--- config.mk ---
export PLATFORM = sky130hd
export DESIGN_NAME = cordic_rot_sched_flat
export DESIGN_NICKNAME = d
export VERILOG_FILES = /design/src/rtl/cordic_rot_sched_if.sv /design/src/rtl/cordic_rot_sched.sv /design/src/flat_wrapper.sv
export SDC_FILE = /design/constraint.sdc
export NUM_CORES = 1
export LEC_CHECK = 0
export ABC_CLOCK_PERIOD_IN_PS = 2990
export CORE_AREA = 2 2 192 194
export DETAILED_ROUTE_END_ITERATION = 16
export DIE_AREA = 0 0 194 196
export SKIP_CTS_REPAIR_TIMING = 1
export SKIP_LAST_GASP = 1
export SYNTH_ARGS = -nofsm -noshare
export SYNTH_HDL_FRONTEND = slang
export SYNTH_SLANG_ARGS = --single-unit
--- constraint.sdc ---
create_clock -name clk -period 2.99 [get_ports clk]
set_clock_uncertainty 0.05 [all_clocks]
set_input_delay 0.7475 -clock clk [delete_from_list [all_inputs] [get_ports clk]]
set_output_delay 0.7475 -clock clk [all_outputs]
set_load 0.05 [all_outputs]
--- src/rtl/cordic_rot_sched_if.sv ---
// ---------------------------------------------------------------------------
// cordic_rot_sched_if
//
// Bundles every request, response and engine signal of cordic_rot_sched.
//   req0_* / req1_* : request channels (valid/ready, x, y, angle)
//   rsp0_* / rsp1_* : response channels (valid/ready, x, y, err)
//   core_*          : CORDIC rotation engine (start pulse, operands, results)
//
// Modports:
//   slave  : the scheduler (cordic_rot_sched) side
//   master : the environment side (requesters, response sinks, engine)
//
// Handshake semantics (all req/rsp channels): a transfer happens on a rising
// clock edge where valid and ready are both 1. Once valid is raised, the
// source holds valid and payload stable until that transfer edge; ready may
// depend combinationally on valid.
//
// Parameters: N = data MSB index (signed Q12.20), M = angle MSB index.
// ---------------------------------------------------------------------------
interface cordic_rot_sched_if #(
  parameter int N = 31,
  parameter int M = 31
);
  logic              req0_valid;
  logic              req0_ready;
  logic signed [N:0] req0_x;
  logic signed [N:0] req0_y;
  logic [M:0]        req0_angle;

  logic              req1_valid;
  logic              req1_ready;
  logic signed [N:0] req1_x;
  logic signed [N:0] req1_y;
  logic [M:0]        req1_angle;

  logic              rsp0_valid;
  logic              rsp0_ready;
  logic signed [N:0] rsp0_x;
  logic signed [N:0] rsp0_y;
  logic              rsp0_err;

  logic              rsp1_valid;
  logic              rsp1_ready;
  logic signed [N:0] rsp1_x;
  logic signed [N:0] rsp1_y;
  logic              rsp1_err;

  logic              core_start;
  logic signed [N:0] core_x0;
  logic signed [N:0] core_y0;
  logic [M:0]        core_angle;
  logic signed [N:0] core_xf;
  logic signed [N:0] core_yf;
  logic              core_done;

  modport slave (
    input  req0_valid, req0_x, req0_y, req0_angle,
    output req0_ready,
    input  req1_valid, req1_x, req1_y, req1_angle,
    output req1_ready,
    output rsp0_valid, rsp0_x, rsp0_y, rsp0_err,
    input  rsp0_ready,
    output rsp1_valid, rsp1_x, rsp1_y, rsp1_err,
    input  rsp1_ready,
    output core_start, core_x0, core_y0, core_angle,
    input  core_xf, core_yf, core_done
  );

  modport master (
    output req0_valid, req0_x, req0_y, req0_angle,
    input  req0_ready,
    output req1_valid, req1_x, req1_y, req1_angle,
    input  req1_ready,
    input  rsp0_valid, rsp0_x, rsp0_y, rsp0_err,
    output rsp0_ready,
    input  rsp1_valid, rsp1_x, rsp1_y, rsp1_err,
    output rsp1_ready,
    input  core_start, core_x0, core_y0, core_angle,
    output core_xf, core_yf, core_done
  );
endinterface

--- src/rtl/cordic_rot_sched.sv ---
// ---------------------------------------------------------------------------
// cordic_rot_sched
//
// Two-requester scheduler in front of a single CORDIC rotation engine.
// One transaction is in flight at a time: IDLE -> ISSUE -> WAIT -> RESP.
// Contention between the two requesters is resolved round-robin.
//
// Ports:
//   clk       : clock, all logic on the rising edge
//   rst       : synchronous active-high reset
//   bus       : cordic_rot_sched_if.slave (request, response, engine signals)
//   busy      : high in every state except IDLE
//   state_dbg : current FSM state (0 IDLE, 1 ISSUE, 2 WAIT, 3 RESP)
//
// Parameters: N (data MSB), M (angle MSB), TIMEOUT (max WAIT cycles).
//
// Optional feature: define CORDIC_ROT_SCHED_TIMEOUT_EN to add a WAIT-state
// watchdog that returns an error response (err=1, x=y=0) when core_done does
// not arrive within TIMEOUT WAIT cycles. Without it WAIT only exits on
// core_done and rsp*_err is tied to 0.
// ---------------------------------------------------------------------------
module cordic_rot_sched #(
  parameter int N       = 31,
  parameter int M       = 31,
  parameter int TIMEOUT = 64
) (
  input  logic               clk,
  input  logic               rst,
  cordic_rot_sched_if.slave  bus,
  output logic               busy,
  output logic [1:0]         state_dbg
);

  typedef enum logic [1:0] {
    IDLE  = 2'd0,
    ISSUE = 2'd1,
    WAIT  = 2'd2,
    RESP  = 2'd3
  } state_t;

  // 360 degrees in unsigned Q12.20
  localparam logic [M:0] ANG360 = (M+1)'(64'h1680_0000);

  state_t            state;
  state_t            state_nx;
  logic              start;

  logic              rr;        // requester that wins when both are valid
  logic              gnt_q;     // requester owning the transaction in flight
  logic signed [N:0] x_q;
  logic signed [N:0] y_q;
  logic [M:0]        ang_q;
  logic signed [N:0] rx_q;
  logic signed [N:0] ry_q;
  logic              err;

  logic              req_fire;
  logic              req_sel;
  logic signed [N:0] sel_x;
  logic signed [N:0] sel_y;
  logic [M:0]        sel_ang;
  logic              rsp_fire;
  logic              tmo_hit;

  // Ready is granted combinationally: a lone valid wins, otherwise rr picks.
  assign bus.req0_ready = (state == IDLE) && !rst && bus.req0_valid &&
                          (!bus.req1_valid || !rr);
  assign bus.req1_ready = (state == IDLE) && !rst && bus.req1_valid &&
                          (!bus.req0_valid || rr);

  assign req_fire = (bus.req0_valid && bus.req0_ready) ||
                    (bus.req1_valid && bus.req1_ready);
  // At most one ready is high, so req1_ready alone identifies the winner.
  assign req_sel  = bus.req1_ready;
  assign sel_x    = req_sel ? bus.req1_x     : bus.req0_x;
  assign sel_y    = req_sel ? bus.req1_y     : bus.req0_y;
  assign sel_ang  = req_sel ? bus.req1_angle : bus.req0_angle;

  assign rsp_fire = (state == RESP) && (gnt_q ? bus.rsp1_ready : bus.rsp0_ready);

`ifdef CORDIC_ROT_SCHED_TIMEOUT_EN
  localparam int TW = $clog2(TIMEOUT + 1);
  logic [TW-1:0] tmo_cnt;
  logic          err_q;

  // tmo_cnt counts completed WAIT cycles without done; a done in the last
  // counted cycle still wins because done is tested first.
  assign tmo_hit = (state == WAIT) && !bus.core_done &&
                   (tmo_cnt == TW'(TIMEOUT - 1));

  always_ff @(posedge clk) begin
    if (rst) begin
      tmo_cnt <= '0;
      err_q   <= 1'b0;
    end else begin
      if (state == ISSUE) begin
        tmo_cnt <= '0;
      end else if (state == WAIT && !bus.core_done) begin
        tmo_cnt <= tmo_cnt + 1'b1;
      end
      if (state == WAIT) begin
        if (bus.core_done) begin
          err_q <= 1'b0;
        end else if (tmo_hit) begin
          err_q <= 1'b1;
        end
      end
    end
  end

  assign err = err_q;
`else
  assign tmo_hit = 1'b0;
  assign err     = 1'b0;
`endif

  // FSM state register
  always_ff @(posedge clk) begin
    if (rst) begin
      state <= IDLE;
    end else begin
      state <= state_nx;
    end
  end

  // FSM next state and core_start
  always_comb begin
    state_nx = state;
    start    = 1'b0;
    case (state)
      IDLE:  if (req_fire) state_nx = ISSUE;
      ISSUE: begin
        start    = 1'b1;
        state_nx = WAIT;
      end
      WAIT:  if (bus.core_done || tmo_hit) state_nx = RESP;
      RESP:  if (rsp_fire) state_nx = IDLE;
      default: state_nx = IDLE;
    endcase
  end

  // Datapath: operand capture, result capture, round-robin pointer
  always_ff @(posedge clk) begin
    if (rst) begin
      rr    <= 1'b0;
      gnt_q <= 1'b0;
      x_q   <= '0;
      y_q   <= '0;
      ang_q <= '0;
      rx_q  <= '0;
      ry_q  <= '0;
    end else begin
      if (state == IDLE && req_fire) begin
        gnt_q <= req_sel;
        x_q   <= sel_x;
        y_q   <= sel_y;
        // Single wrap: angles of 720 deg and above are not reduced further.
        ang_q <= (sel_ang >= ANG360) ? (sel_ang - ANG360) : sel_ang;
      end
      if (state == WAIT) begin
        if (bus.core_done) begin
          rx_q <= bus.core_xf;
          ry_q <= bus.core_yf;
        end else if (tmo_hit) begin
          rx_q <= '0;
          ry_q <= '0;
        end
      end
      if (rsp_fire) begin
        rr <= ~gnt_q;
      end
    end
  end

  assign bus.core_start = start;
  assign bus.core_x0    = x_q;
  assign bus.core_y0    = y_q;
  assign bus.core_angle = ang_q;

  assign bus.rsp0_valid = (state == RESP) && !gnt_q;
  assign bus.rsp1_valid = (state == RESP) &&  gnt_q;
  assign bus.rsp0_x     = rx_q;
  assign bus.rsp0_y     = ry_q;
  assign bus.rsp1_x     = rx_q;
  assign bus.rsp1_y     = ry_q;
  assign bus.rsp0_err   = err;
  assign bus.rsp1_err   = err;

  assign busy      = (state != IDLE);
  assign state_dbg = state;

endmodule
--- src/flat_wrapper.sv ---
// flat-port wrapper written by rule: the top's interface ports become plain ports
module cordic_rot_sched_flat 
#(
  parameter int N       = 31,
  parameter int M       = 31,
  parameter int TIMEOUT = 64
)
  (clk, rst, busy, state_dbg, bus_req0_valid, bus_req0_x, bus_req0_y, bus_req0_angle, bus_req0_ready, bus_req1_valid, bus_req1_x, bus_req1_y, bus_req1_angle, bus_req1_ready, bus_rsp0_valid, bus_rsp0_x, bus_rsp0_y, bus_rsp0_err, bus_rsp0_ready, bus_rsp1_valid, bus_rsp1_x, bus_rsp1_y, bus_rsp1_err, bus_rsp1_ready, bus_core_start, bus_core_x0, bus_core_y0, bus_core_angle, bus_core_xf, bus_core_yf, bus_core_done);
  cordic_rot_sched_if #(.N(N), .M(M)) bus_i ();
  input  logic clk;
  input  logic rst;
  output logic busy;
  output logic [1:0] state_dbg;
  input wire logic [$bits(bus_i.req0_valid)-1:0] bus_req0_valid;
  input wire logic [$bits(bus_i.req0_x)-1:0] bus_req0_x;
  input wire logic [$bits(bus_i.req0_y)-1:0] bus_req0_y;
  input wire logic [$bits(bus_i.req0_angle)-1:0] bus_req0_angle;
  output wire logic [$bits(bus_i.req0_ready)-1:0] bus_req0_ready;
  input wire logic [$bits(bus_i.req1_valid)-1:0] bus_req1_valid;
  input wire logic [$bits(bus_i.req1_x)-1:0] bus_req1_x;
  input wire logic [$bits(bus_i.req1_y)-1:0] bus_req1_y;
  input wire logic [$bits(bus_i.req1_angle)-1:0] bus_req1_angle;
  output wire logic [$bits(bus_i.req1_ready)-1:0] bus_req1_ready;
  output wire logic [$bits(bus_i.rsp0_valid)-1:0] bus_rsp0_valid;
  output wire logic [$bits(bus_i.rsp0_x)-1:0] bus_rsp0_x;
  output wire logic [$bits(bus_i.rsp0_y)-1:0] bus_rsp0_y;
  output wire logic [$bits(bus_i.rsp0_err)-1:0] bus_rsp0_err;
  input wire logic [$bits(bus_i.rsp0_ready)-1:0] bus_rsp0_ready;
  output wire logic [$bits(bus_i.rsp1_valid)-1:0] bus_rsp1_valid;
  output wire logic [$bits(bus_i.rsp1_x)-1:0] bus_rsp1_x;
  output wire logic [$bits(bus_i.rsp1_y)-1:0] bus_rsp1_y;
  output wire logic [$bits(bus_i.rsp1_err)-1:0] bus_rsp1_err;
  input wire logic [$bits(bus_i.rsp1_ready)-1:0] bus_rsp1_ready;
  output wire logic [$bits(bus_i.core_start)-1:0] bus_core_start;
  output wire logic [$bits(bus_i.core_x0)-1:0] bus_core_x0;
  output wire logic [$bits(bus_i.core_y0)-1:0] bus_core_y0;
  output wire logic [$bits(bus_i.core_angle)-1:0] bus_core_angle;
  input wire logic [$bits(bus_i.core_xf)-1:0] bus_core_xf;
  input wire logic [$bits(bus_i.core_yf)-1:0] bus_core_yf;
  input wire logic [$bits(bus_i.core_done)-1:0] bus_core_done;
  assign bus_i.req0_valid = bus_req0_valid;
  assign bus_i.req0_x = bus_req0_x;
  assign bus_i.req0_y = bus_req0_y;
  assign bus_i.req0_angle = bus_req0_angle;
  assign bus_req0_ready = bus_i.req0_ready;
  assign bus_i.req1_valid = bus_req1_valid;
  assign bus_i.req1_x = bus_req1_x;
  assign bus_i.req1_y = bus_req1_y;
  assign bus_i.req1_angle = bus_req1_angle;
  assign bus_req1_ready = bus_i.req1_ready;
  assign bus_rsp0_valid = bus_i.rsp0_valid;
  assign bus_rsp0_x = bus_i.rsp0_x;
  assign bus_rsp0_y = bus_i.rsp0_y;
  assign bus_rsp0_err = bus_i.rsp0_err;
  assign bus_i.rsp0_ready = bus_rsp0_ready;
  assign bus_rsp1_valid = bus_i.rsp1_valid;
  assign bus_rsp1_x = bus_i.rsp1_x;
  assign bus_rsp1_y = bus_i.rsp1_y;
  assign bus_rsp1_err = bus_i.rsp1_err;
  assign bus_i.rsp1_ready = bus_rsp1_ready;
  assign bus_core_start = bus_i.core_start;
  assign bus_core_x0 = bus_i.core_x0;
  assign bus_core_y0 = bus_i.core_y0;
  assign bus_core_angle = bus_i.core_angle;
  assign bus_i.core_xf = bus_core_xf;
  assign bus_i.core_yf = bus_core_yf;
  assign bus_i.core_done = bus_core_done;
  cordic_rot_sched #(.N(N), .M(M), .TIMEOUT(TIMEOUT)) u_core (.clk(clk), .rst(rst), .bus(bus_i), .busy(busy), .state_dbg(state_dbg));
endmodule
==> impl_metrics.toml <==
[cells_and_area]
fillCellCount = 3707
final_net_count = 1644
seq_area_sq_mm = 0.003283
final_common_cell = "clkdlybuf4s50_1"
final_area_sq_mm = 0.01312
multiInputGateArea_sq_mm = 0.003377
drive_gt1_share_pct = 5.267
area_growth_pct = 75.38
final_cell_mix = "clkdlybuf4s50_1, nand2_1, dfxtp_1"

[global_routing]
antenna_found_initial = 3
grt_pass1_vias = 7869
grt_max_degree = 159
grt-ovfl-total = 0
track_usage_pct = 15.49
grt_pass1_wl_um = 45690

[routing]
antenna_left = 0
drt_iter0_markers = 261
finalWirelength_um = 30820
dr_total_vias = 8180
first_pass_iters = 4
vias_per_cell = 4.407
wl_per_cell_um = 16.61
drc = 0

[sta]
setup_viol = 0
fin_ws_ns = 0.004178
fmax_mhz = 334.9
holdWs_ns = 0.4216
period_share_pct = 99.86
slew_violations = 0
slew_headroom_pct = 44.31
hold_viol = 0
min_period_ns = 2.986
tightestPinTransition_ns = 0.8353
rsz0062_at_grt = "true"

[yosys]
ys_seq_area_share_pct = 43.89
synth_edf_count = 0
ys_ff_latch = 164
synth_ff_type = "dfxtp_1"
ys_warn_count = 0
synthCells = 971
async_reset_ff_share_pct = 0
synth_cell_types = 46
synth_area_sq_mm = 0.007481
synth_area_per_cell_sq_um = 7.704

[setup_path]
crit_family = "buffers and inverters"
path_max_fanout = 27
critical-path-slowest-cell = "clkdlybuf4s50_1"
path_cells = "clkdlybuf4s50_1 > nand3b_4 > or2_4 > clkinv_2 > buf_8 > buf_4"
worstPathArrival_ns = 2.19
worst-setup-path-type = "in -> out"
critPathCaptureType = "primary output"
cp.required_ns = 2.19
critPathLaunchType = "input pin"
cpPeakStageDelay_ns = 0.53
crit_buf_inv = 4

[place]
place_ws_ns = -0.2151
placed_area_sq_mm = 0.01252
gp_congestion = 0.8690
dp_hpwl_um = 22630
port_buffers = 494

[cts]
htree_levels = 4
cts.sinks = 164
path_clk_slew_ns = 0.06
clock_tree.buffer_depth = 2
insertion_delay_ns = 0.43
cts_tree = "built"
cts_buffers = 17
cts_root_buf = "clkbuf_16"

[floorplanning]
die_w_um = 194
die_area_sq_mm = 0.03802
die_h_um = 196
top_level_ports = 497
core_area_sq_mm = 0.03608
initial_core_util_pct = 20.73
rows = 70

[hold_path]
hold_path.class = "reg -> reg"

[pwr]
power_frac_clock_pct = 21.6
switching_share_pct = 44.48
p_leak_nw = 4.728
p_seq_share_pct = 28.8
p_int_mw = 5.710
power.density_mw_per_mm2 = 783.8
power_mw = 10.28
combPwrFrac_pct = 49.6
p_switching_mw = 4.574
ir_drop_v = 0.0003878

[status]
run_status = "finished, final reports clean"

[flow_run]
drv_cap = 0
## cells in the mapped netlist, drive strengths merged, types with 2 or more instances
cell type | instances | area share [%]
mux2i | 9 | 1.2
o211ai | 4 | 0.40
o21ai | 18 | 1.2
nand2 | 316 | 16
o311ai | 2 | 0.23
nor2b | 3 | 0.25
and2 | 2 | 0.17
and3b | 2 | 0.23
nand3b | 2 | 0.37
o21a | 2 | 0.20
a31oi | 2 | 0.17
a21oi | 72 | 4.8
a2111oi | 2 | 0.23
o211a | 2 | 0.27
or3 | 2 | 0.17
a311oi | 87 | 10
clkbuf | 50 | 2.5
dfxtp | 164 | 44
inv | 10 | 0.50
nand3 | 6 | 0.40
nor2 | 93 | 4.7
nor4 | 2 | 0.17
ha | 6 | 1.0
nor3 | 3 | 0.20
buf | 89 | 8.2
mux2 | 5 | 0.75
nand2b | 2 | 0.17
## worst paths after layout
kind	startpoint	end	slack [ns]	cells after the start
worst max-delay path	bus_req1_valid	bus_req1_ready	0.004	6
worst min-delay path	u_core.bus.rsp0_x[25]$_SDFFE_PP0P_	u_core.bus.rsp0_x[25]$_SDFFE_PP0P_	0.42	2
worst max register to register	u_core.state_dbg[0]$_SDFFE_PP0P_	u_core.bus.core_angle[31]$_SDFFE_PP0P_	0.24	12
worst min register to register	u_core.bus.rsp0_x[25]$_SDFFE_PP0P_	u_core.bus.rsp0_x[25]$_SDFFE_PP0P_	0.42	2
## worst reg2reg max path: cells and delay by family, from the launching register on
| family | cells | cell delay (ns) |
|---|---|---|
| and+or+nand+nor | 3 | 0.53 |
| buffers and inverters | 2 | 0.20 |
| adders and majority gates | 2 | 0.49 |
| muxes | 1 | 0.23 |
| AOI/OAI and AO/OA | 4 | 0.83 |
| DFF | 1 | 0.35 |
## per-stage QoR
| step | instances | util (%) | TNS, ns |
|---|---|---|---|
| 2_1_floorplan | 972 | - | 0 |
| 3_3_place_gp | 1824 | 34.71 | -0.7515 |
| 3_5_place_dp | 1824 | 34.71 | -1.463 |
| 4_1_cts | 1854 | 36.30 | -0.1994 |
| 5_1_grt | 1855 | 36.35 | -0.07729 |
| 6_report | 1856 | 36.36 | 0 |
## metal layers
layer | wire length, um | global-route usage, % | share of wire [%]
met4 | 656 | 4.854 | 2.1
met5 | 13 | 0 | 0.042
met2 | 15040 | 26.81 | 49
met1 | 12440 | 17.48 | 40
met3 | 2678 | 6.068 | 8.7
## area by class of cell
type	instances	area share [%]
inverter	10	0.2956
sequential	164	25.02
multi-input combinational	659	25.74
timing repair buffer	523	40.05
tap	468	4.463
antenna	2	0.03815
clock inverter	8	0.7725
clock buffer	22	3.614
## cells by family (layout without fill, tap and decap cells)
| kind of cell | after synthesis | in the layout | synth area share, % |
|---|---|---|---|
| and+or+nand+nor | 435 | 435 | 22.86 |
| AOI/OAI and AO/OA | 201 | 201 | 18.92 |
| DFF | 164 | 164 | 43.89 |
| buffers and inverters | 149 | 563 | 11.21 |
| muxes | 14 | 14 | 1.957 |
| adders and majority gates | 6 | 6 | 1.003 |
| other | 1 | 4 | 0.05013 |
| xor gates and xnor gates | 1 | 1 | 0.1171 |
## sequential cells by signal, indices dropped and copies added, names as in the netlist
register and count:
u_core.bus.core_x0 32, u_core.bus.core_angle 32, u_core.rr 1, u_core.state_dbg 2
u_core.bus.rsp0_y 32, u_core.bus.core_y0 32, u_core.gnt_q 1, u_core.bus.rsp0_x 32
## power by group through the flow
stage	logic, mW	clock network [mW]	registers, mW
final	5.10	2.22	2.97
after global placement	5.11	0	3.00
after global routing	5.41	2.41	3.02
after detailed placement	5.13	0	3.01
after CTS	5.14	2.32	2.97
after floorplan	1.80	0	4.49
Note: power is estimated with default switching activity, not from simulation.
